`config.mk`:
```
export PLATFORM = sky130hd
export DESIGN_NAME = approx_mult_err_accum
export DESIGN_NICKNAME = d
export VERILOG_FILES = /design/src/rtl/approx_mult_pkg.sv /design/src/rtl/err_dist_abs.sv /design/src/rtl/approx_mult_err_accum.sv
export SDC_FILE = /design/constraint.sdc
export NUM_CORES = 1
export LEC_CHECK = 0
export ABC_CLOCK_PERIOD_IN_PS = 2800
export CAP_MARGIN = 10
export CORE_UTILIZATION = 51
export DETAILED_ROUTE_END_ITERATION = 10
export PLACE_DENSITY = 0.79
export SETUP_SLACK_MARGIN = 0.5
export SLEW_MARGIN = 30
export SYNTH_ARGS = -nofsm -noshare
export SYNTH_HDL_FRONTEND = slang
export SYNTH_SLANG_ARGS = --single-unit
export TNS_END_PERCENT = 5
```
`constraint.sdc`:
```
create_clock -name clk -period 2.8 [get_ports clk]
set_input_delay 0.84 -clock clk [delete_from_list [all_inputs] [get_ports clk]]
set_output_delay 0.84 -clock clk [all_outputs]
set_load 0.02 [all_outputs]
```
`src/rtl/approx_mult_pkg.sv`:
```
// Shared types and defaults for the approximate-multiplier error-metric stage.
package approx_mult_pkg;
    localparam int P_W_DEF   = 32;
    localparam int ACC_W_DEF = 48;

    typedef enum logic [1:0] {
        IDLE  = 2'd0,
        RUN   = 2'd1,
        DRAIN = 2'd2,
        DONE  = 2'd3
    } state_t;
endpackage

```
`src/rtl/err_dist_abs.sv`:
```
// Combinational error distance between an approximate and an exact product.
module err_dist_abs
    import approx_mult_pkg::*;
#(
    parameter int P_W = P_W_DEF
) (
    input  logic [P_W-1:0] approx_p,
    input  logic [P_W-1:0] exact_p,
    output logic [P_W-1:0] ed,
    output logic           ne,
    output logic           ov
);
    logic [P_W:0] diff;

    // Extra bit makes the borrow the over-estimate flag.
    assign diff = {1'b0, exact_p} - {1'b0, approx_p};
    assign ov   = diff[P_W];
    assign ne   = |diff;
    assign ed   = ov ? (approx_p - exact_p) : (exact_p - approx_p);
endmodule

```
`src/rtl/approx_mult_err_accum.sv`:
```
// Accumulates error statistics (count, over-count, ED sum, ED max) over a run of product pairs.
module approx_mult_err_accum
    import approx_mult_pkg::*;
#(
    parameter int P_W       = P_W_DEF,
    parameter int N_SAMPLES = 1024,
    parameter int CNT_W     = $clog2(N_SAMPLES + 1),
    parameter int ACC_W     = ACC_W_DEF
) (
    input  logic             clk,
    input  logic             rst_n,
    input  logic             start,
    input  logic             in_valid,
    output logic             in_ready,
    input  logic [P_W-1:0]   approx_p,
    input  logic [P_W-1:0]   exact_p,
    output logic             busy,
    output logic             done,
    output logic [CNT_W-1:0] err_cnt,
    output logic [CNT_W-1:0] over_cnt,
    output logic [ACC_W-1:0] ed_sum,
    output logic [P_W-1:0]   ed_max
);
    localparam logic [CNT_W-1:0] N_CNT  = CNT_W'(N_SAMPLES);
    localparam logic [CNT_W-1:0] N_LAST = CNT_W'(N_SAMPLES - 1);

    state_t           state, stateNext;
    logic [CNT_W-1:0] sampleCnt;
    logic             accept, lastAccept, clearStats;
    logic [P_W-1:0]   ed;
    logic             ne, ov;
    logic             s1Vld, s1Ne, s1Ov;
    logic [P_W-1:0]   s1Ed;
    logic [ACC_W:0]   sumExt;

    err_dist_abs #(.P_W(P_W)) uDist (
        .approx_p(approx_p),
        .exact_p (exact_p),
        .ed      (ed),
        .ne      (ne),
        .ov      (ov)
    );

    assign in_ready   = (state == RUN) && (sampleCnt < N_CNT);
    assign accept     = in_valid && in_ready;
    assign lastAccept = accept && (sampleCnt == N_LAST);
    assign clearStats = start && ((state == IDLE) || (state == DONE));
    assign busy       = (state == RUN) || (state == DRAIN);
    assign done       = (state == DONE);

    always_comb begin
        stateNext = state;
        case (state)
            IDLE, DONE: if (start)      stateNext = RUN;
            RUN:        if (lastAccept) stateNext = DRAIN;
            // Last pair sits in stage 1 on the first DRAIN cycle; leave once it has drained.
            DRAIN:      if (!s1Vld)     stateNext = DONE;
            default:                    stateNext = IDLE;
        endcase
    end

    always_ff @(posedge clk or negedge rst_n) begin
        if (!rst_n) begin
            state     <= IDLE;
            sampleCnt <= '0;
        end else begin
            state <= stateNext;
            if (clearStats)  sampleCnt <= '0;
            else if (accept) sampleCnt <= sampleCnt + 1'b1;
        end
    end

    always_ff @(posedge clk or negedge rst_n) begin
        if (!rst_n) begin
            s1Vld <= 1'b0;
            s1Ed  <= '0;
            s1Ne  <= 1'b0;
            s1Ov  <= 1'b0;
        end else begin
            s1Vld <= accept;
            if (accept) begin
                s1Ed <= ed;
                s1Ne <= ne;
                s1Ov <= ov;
            end
        end
    end

    assign sumExt = {1'b0, ed_sum} + (ACC_W + 1)'(s1Ed);

    always_ff @(posedge clk or negedge rst_n) begin
        if (!rst_n) begin
            err_cnt  <= '0;
            over_cnt <= '0;
            ed_sum   <= '0;
            ed_max   <= '0;
        end else if (clearStats) begin
            err_cnt  <= '0;
            over_cnt <= '0;
            ed_sum   <= '0;
            ed_max   <= '0;
        end else if (s1Vld) begin
            err_cnt  <= err_cnt + CNT_W'(s1Ne);
            over_cnt <= over_cnt + CNT_W'(s1Ov);
            ed_sum   <= sumExt[ACC_W] ? '1 : sumExt[ACC_W-1:0];
            if (s1Ed > ed_max) ed_max <= s1Ed;
        end
    end
endmodule
```
# ---- Word level (Yosys, flattened, before mapping)
# Index checks and enable logic that the tools add are counted.
dict set report word_totals {
  register_bits 150
  latchBits 0
  ram_bits 0
  rom_bits 0
  input_bits 68
  output_inout_bits 105
  memories 0
}
dict set report op_classes {
  n_addsub 7
  n_mul 0
  div 0
  magnitude_cmp 2
  eq_ne 7
  shifts 0
  mux 17
  bitwise 0
  reduce_logical 14
}
# operator count
set ops {}
lappend ops {{48-bit 2-to-1 mux} 3}
lappend ops {{32-bit 2-to-1 mux} 4}
lappend ops {{11-bit 2-to-1 mux} 6}
lappend ops {{32-bit subtractor} 2}
lappend ops {{48-bit by 32-bit adder with 49-bit output} 1}
lappend ops {{33-bit OR reduction} 1}
lappend ops {{32-bit by 32-bit subtractor with 33-bit output} 1}
lappend ops {{32-bit > comparator} 1}
lappend ops {{11-bit by 1-bit adder with 11-bit output} 2}
lappend ops {{11-bit by 1-bit adder with 11-bit output, second input constant} 1}
lappend ops {{11-bit by 10-bit == test with 1-bit output, second input constant} 1}
lappend ops {{11-bit less-than comparator, second input constant} 1}
lappend ops {{2-bit 2-to-1 mux} 3}
lappend ops {{2-bit inequality test, second input constant} 3}
lappend ops {{2-bit one-hot mux with 3 select lines} 1}
lappend ops {{2-bit nonzero test} 3}
lappend ops {{2-bit == test, second input constant} 2}
lappend ops {{1-bit logical AND} 4}
lappend ops {{3-bit AND reduction} 1}
lappend ops {{2-bit by 1-bit == test with 1-bit output, second input constant} 1}
lappend ops {{2-bit zero test} 1}
lappend ops {{1-bit logical OR} 2}
lappend ops {{2-bit AND reduction} 1}
lappend ops {{2-bit OR reduction} 1}

# ---- Depth between registers and ports, before layout
dict set report logic_depth {
  word_depth 6
  mapped_depth 16
  ltp_nobuf 14
}

# ---- Cells and area by module
# Synthesis repeated with hierarchy kept, for this count alone.
dict set report hier_totals {
  cells_unflattened 1575
  hier_area_um2 13058.8
}
# mod n_inst cells_each area_each_um2 seq_area_each_um2
set by_module_without_submodules {}
lappend by_module_without_submodules {approx_mult_err_accum 1 944 8943.6 3753.6}
lappend by_module_without_submodules {err_dist_abs 1 631 4115.2 0.0}

# ---- Least setup slack after synthesis
# OpenSTA, ideal clock, no wires.
dict set report synth_timing {
  path_kind {input -> register}
  start {input port approx_p[24]}
  end {register s1Ne}
  setup_ps 125
  arrival_time_ps 3659
  setup_slack_ps -985
  cell_stages 13
  n_path_buf 1
  path_cell_list {inv_1 ha_1 clkbuf_1 and3_1 nand2_1 or4_1 a2111o_1 a21oi_1 mux2i_1 nand2_1 or4_1 nor4_1 nor2_1}
}
dict set report synth_between {
  elab_chain_len 2
}
# element line
set synth_rtl {}
lappend synth_rtl {{from (decl)} approx_mult_err_accum.sv:15} ;# input logic [P_W-1:0] approx_p,
lappend synth_rtl {{32-bit by 32-bit subtractor with 33-bit output} err_dist_abs.sv:16} ;# assign diff = {1'b0, exact_p} - {1'b0, approx_p};
lappend synth_rtl {{33-bit OR reduction} err_dist_abs.sv:18} ;# assign ne = |diff;
lappend synth_rtl {{to (signal assigned)} approx_mult_err_accum.sv:83} ;# s1Ne <= ne;
lappend synth_rtl {{to (decl)} approx_mult_err_accum.sv:32} ;# logic s1Vld, s1Ne, s1Ov;
# No other way between the ends.
# A chain may end at the register's enable or synchronous reset.

# ---- Worst setup path in the final report
dict set report layout_timing {
  start {input port exact_p[0]}
  end {register s1Ne}
}
dict set report layout_between {
  elab_chain_len 2
}
# element line
set layout_rtl {}
lappend layout_rtl {{from (decl)} approx_mult_err_accum.sv:16} ;# input logic [P_W-1:0] exact_p,
lappend layout_rtl {{32-bit by 32-bit subtractor with 33-bit output} err_dist_abs.sv:16}
lappend layout_rtl {{33-bit OR reduction} err_dist_abs.sv:18}
# No other way between the ends.

==> metrics.md <==
| Metric | Value |
|---|---|
| Status | complete, but fails checks |
| Failing checks | negative setup slack |
| Via count of the first global-routing pass | 14170 |
| Top Usage Layer GRT | met2 |
| Slew Viols, Final | 0 |
| Count of buffers from port buffering | 172 |
| Remaining antenna violation count | 0 |
| Delay contributed by the slowest stage of the critical path | 410 ps |
| Core Box Area | 24530 um^2 |
| Cell family with most CP delay | compound AO/OA/AOI/OAI gates |
| Antenna diode count | 0 |
| Critical-path cell with the highest stage delay | sky130_fd_sc_hd__or4_4 |
| Largest net degree at the start of global routing | 60 |
| Number of buffers and inverters on the critical path | 5 |
| Total iterations of the first detailed-routing run | 6 |
| Clock root buffer | sky130_fd_sc_hd__clkbuf_16 |
| Met1 track demand over resource | 44.00% |
| TritonCTS clock tree | yes |
| Unrepaired setup endpoints after global routing | true |
| Number of antenna violations at the first check in global routing | 0 |
| Worst IR drop on VDD | 0.5297 mV |
| DP HPWL | 33100 um |
| Final Net Count | 2332 |
| Leading cell type in the layout, fill and taps excluded | sky130_fd_sc_hd__buf_4 |
| Number of different library cells in the post-synthesis netlist | 75 |
| CTS H-tree lvls | 4 |
| Count of endpoints failing hold in the final timing report | 0 |
| Kind of critical path | in2reg |
| All-layer global routing usage | 34.31% |
| Tightest Hold Check Type | in2async |
| DRC violation count after routing | 0 |
| Placer's final routability congestion estimate | 0.9890 |
| Critical path endpoint category | flop |
| Data arrival time at the worst-slack endpoint | 3850 ps |
| Number of vias in the routed layout | 14660 |
| Chip width | 161.0 um |
| Shortest period the worst path allows | 3556 ps |
| Fill cells | 1572 |
| Vertical die dimension | 161.0 um |
| Number of cells in the design after placement | 2397 |
| Critical Path Sink | s1Ne |
| CTS Sinks | 150 |
| Sequential standard cell area | 3759 um^2 |
| Slew at the pin closest to its max-slew limit | 601.4 ps |
| Max-Cap Viols | 0 |
| Final cell count without fillers | 2461 |
| DRT iter0 DRCs | 1547 |
| Primary FF master, synth | sky130_fd_sc_hd__dfrtp_1 |
| Layout cell share with drive strength beyond 1 | 33.55% |
| Maximum fanout along the worst path | 2 |
| Syn_area_per_cell | 8.193 um^2 |
| Area delta synth->final | 53.72% |
| Final setup margin | -755.5 ps |
| Register bit total from synthesis | 150 |
| Met3 track utilization from global routing | 4.081% |
| Cell types with the largest area share after synthesis | sky130_fd_sc_hd__dfrtp_1 29%, sky130_fd_sc_hd__ha_1 13%, sky130_fd_sc_hd__a21oi_1 5.3% |
| Initial standard-cell utilization of the core | 52.53% |
| Asr flop ratio synth | 100.0% |
| Critical path required time | 3100 ps |
| Total detailed-routing wirelength | 46250 um |
| Cell area after synthesis | 12890 um^2 |
| Cell area reported after detailed placement | 17960 um^2 |
| Worst-path clk slew | 70 ps |
| Max-slew headroom | 59.91% |
| Total leakage power | 9.897 nW |
| Post-route worst hold slack | 346.6 ps |
| Worst-case clock buffer depth | 2 |
| Most frequent cells in the layout | 408 x sky130_fd_sc_hd__buf_4, 146 x sky130_fd_sc_hd__dfrtp_1, 123 x sky130_fd_sc_hd__nand2_1 |
| Multi-input gate area in the final layout | 9413 um^2 |
| Final standard cell utilization of the core | 80.75% |
| Warning count from the yosys run | 0 |
| Worst R2R Start | s1Ed[0] |
| Area fraction of the dominant cell type after synthesis | 29.13% |
| Routed wirelength normalized by instance count | 18.79 um |
| Total CTS buffers | 17 |
| Number of cells traversed by the worst register-to-register path | 12 |
| CP Launch Point | exact_p[0] |
| Final period utilization | 127.0% |
| Endpoints failing setup | 53 |
| Die area | 25910 um^2 |
| Average via count per standard cell | 5.957 |
| EDFF count, synth | 0 |
| CP Launch Type | input pin |
| Count of boundary I/O pins | 173 |
| Post-Syn Instances | 1573 |
| Crit. path cell count | 17 |
| FP Rows | 57 |
| Source-to-sink clock delay at the later pin of the worst-skew pair | 430 ps |
| Peak clock frequency supported by timing | 0.2813 GHz |
| Syn nets | 1780 |
| Residual overflow from global routing | 0 |
| Share of synthesized area occupied by flip-flops and latches | 29.13% |
| Power density over the cells | 828.1 nW/um^2 |
| Worst-path cell chain | buf_12 > inv_12 > ha_4 > inv_2 > fa_2 > a211oi_4 > o2111ai_2 > a31oi_4 > buf_6 > buf_4 > o2111ai_1 > a21oi_2 > o31ai_4 > xnor2_1 > or4_4 > nor4_2 > nor2_1 |
| GR met2 Demand/Resource | 57.80% |
| Worst clock skew | 16.25 ps |
| Synth area leader | sky130_fd_sc_hd__dfrtp_1 |
| First-pass GRT wire length | 71480 um |
| Worst-case register-to-register setup slack | -240 ps |
| Final design area excluding fillers | 19810 um^2 |
| Worst r2r dst | ed_sum[28] |
[how the worst min path moves through the flow]
stage,from,to,cells past startpoint,slack [ps]
2_1_floorplan,s1Ov,s1Ov,2,450
3_3_place_gp,ed_sum[44],ed_sum[44],1,490
3_5_place_dp,ed_sum[44],ed_sum[44],1,500
4_1_cts,rst_n,ed_sum[47],1,360
5_1_grt,rst_n,ed_sum[47],1,390
6_report,rst_n,ed_sum[47],1,350
[state kept, by name, summed over array words and instances (netlist names)]
| signal | count |
|---|---|
| s1Ne | 1 |
| over_cnt | 11 |
| state | 2 |
| ed_sum | 48 |
| s1Ed | 32 |
| ed_max | 32 |
| s1Ov | 1 |
| err_cnt | 11 |
| sampleCnt | 11 |
| s1Vld | 1 |
[kinds of logic after synthesis]
group | count (synthesis) | share of synthesized area, %
AND/OR/NAND/NOR | 446 | 16.38
multiplexers | 18 | 1.408
XOR/XNOR | 93 | 6.320
AO/OA/AOI/OAI | 515 | 26.54
adder cells (fa/ha/maj) | 139 | 13.67
flip-flops | 150 | 29.13
buffers and inverters | 212 | 6.553
[metrics by stage]
stage	total power (W)	setup TNS (ps)	worst slack [ps]
finish	0.01640	-21400	-755.5
global route	0.01737	-28190	-855.8
CTS	0.01567	-19000	-649.9
detailed placement	0.01297	-67990	-1675
global placement	0.01263	-60630	-1570
floorplan	0.008725	-24490	-757.3
[metal layers]
metal	routed length, um	share of wire, %
met1	18630	40
met2	22540	49
met3	3101	6.7
met4	1974	4.3
met5	0	0
[final cells by class]
type / instances / area share (%)
Clock buffer: 18 / 2.166
Clock inverter: 13 / 0.7390
Inverter: 132 / 2.640
Multi-Input combinational cell: 1211 / 47.51
Sequential cell: 150 / 18.97
Tap cell: 324 / 2.046
Timing Repair Buffer: 613 / 25.92
[where the power goes]
| group | switching (W) | total (W) | internal [W] |
|---|---|---|---|
| registers | 0.000734 | 0.00353 | 0.00280 |
| logic | 0.00565 | 0.0106 | 0.00495 |
| clock network | 0.000957 | 0.00228 | 0.00132 |
| total | 0.00734 | 0.0164 | 0.00907 |
[cells in the mapped netlist (6+ instances only)]
master	number
sky130_fd_sc_hd__dfrtp_1	150
sky130_fd_sc_hd__a21oi_1	136
sky130_fd_sc_hd__ha_1	136
sky130_fd_sc_hd__inv_1	131
sky130_fd_sc_hd__nand2_1	129
sky130_fd_sc_hd__nor2_1	125
sky130_fd_sc_hd__o21ai_0	102
sky130_fd_sc_hd__clkbuf_1	53
sky130_fd_sc_hd__xnor2_1	47
sky130_fd_sc_hd__xor2_1	46
sky130_fd_sc_hd__nand3_1	45
sky130_fd_sc_hd__a21o_1	40
sky130_fd_sc_hd__a31oi_1	36
sky130_fd_sc_hd__nand4_1	31
sky130_fd_sc_hd__a22o_1	25
sky130_fd_sc_hd__and3_1	23
sky130_fd_sc_hd__o21ai_1	21
sky130_fd_sc_hd__nor3_1	20
sky130_fd_sc_hd__o211ai_1	19
sky130_fd_sc_hd__o21a_1	18
sky130_fd_sc_hd__mux2i_1	17
sky130_fd_sc_hd__o21bai_1	17
sky130_fd_sc_hd__o31ai_1	17
sky130_fd_sc_hd__nor2b_1	14
sky130_fd_sc_hd__nand2b_1	13
sky130_fd_sc_hd__buf_2	12
sky130_fd_sc_hd__a211oi_1	11
sky130_fd_sc_hd__o22ai_1	11
sky130_fd_sc_hd__and2_1	10
sky130_fd_sc_hd__buf_1	9
sky130_fd_sc_hd__or3_1	9
sky130_fd_sc_hd__o2111ai_1	7
sky130_fd_sc_hd__a311oi_1	6
[repair_timing]
item / CTS / global route
gates resized for setup: 313 / 178
hold buffers: 0 / 0
endpoints found under the setup margin: 187 / 134
setup buffers: 20 / 9
pin swaps: 75 / 82
cloned: 3 / 1
No activity file was read; power rests on OpenSTA's default activity.
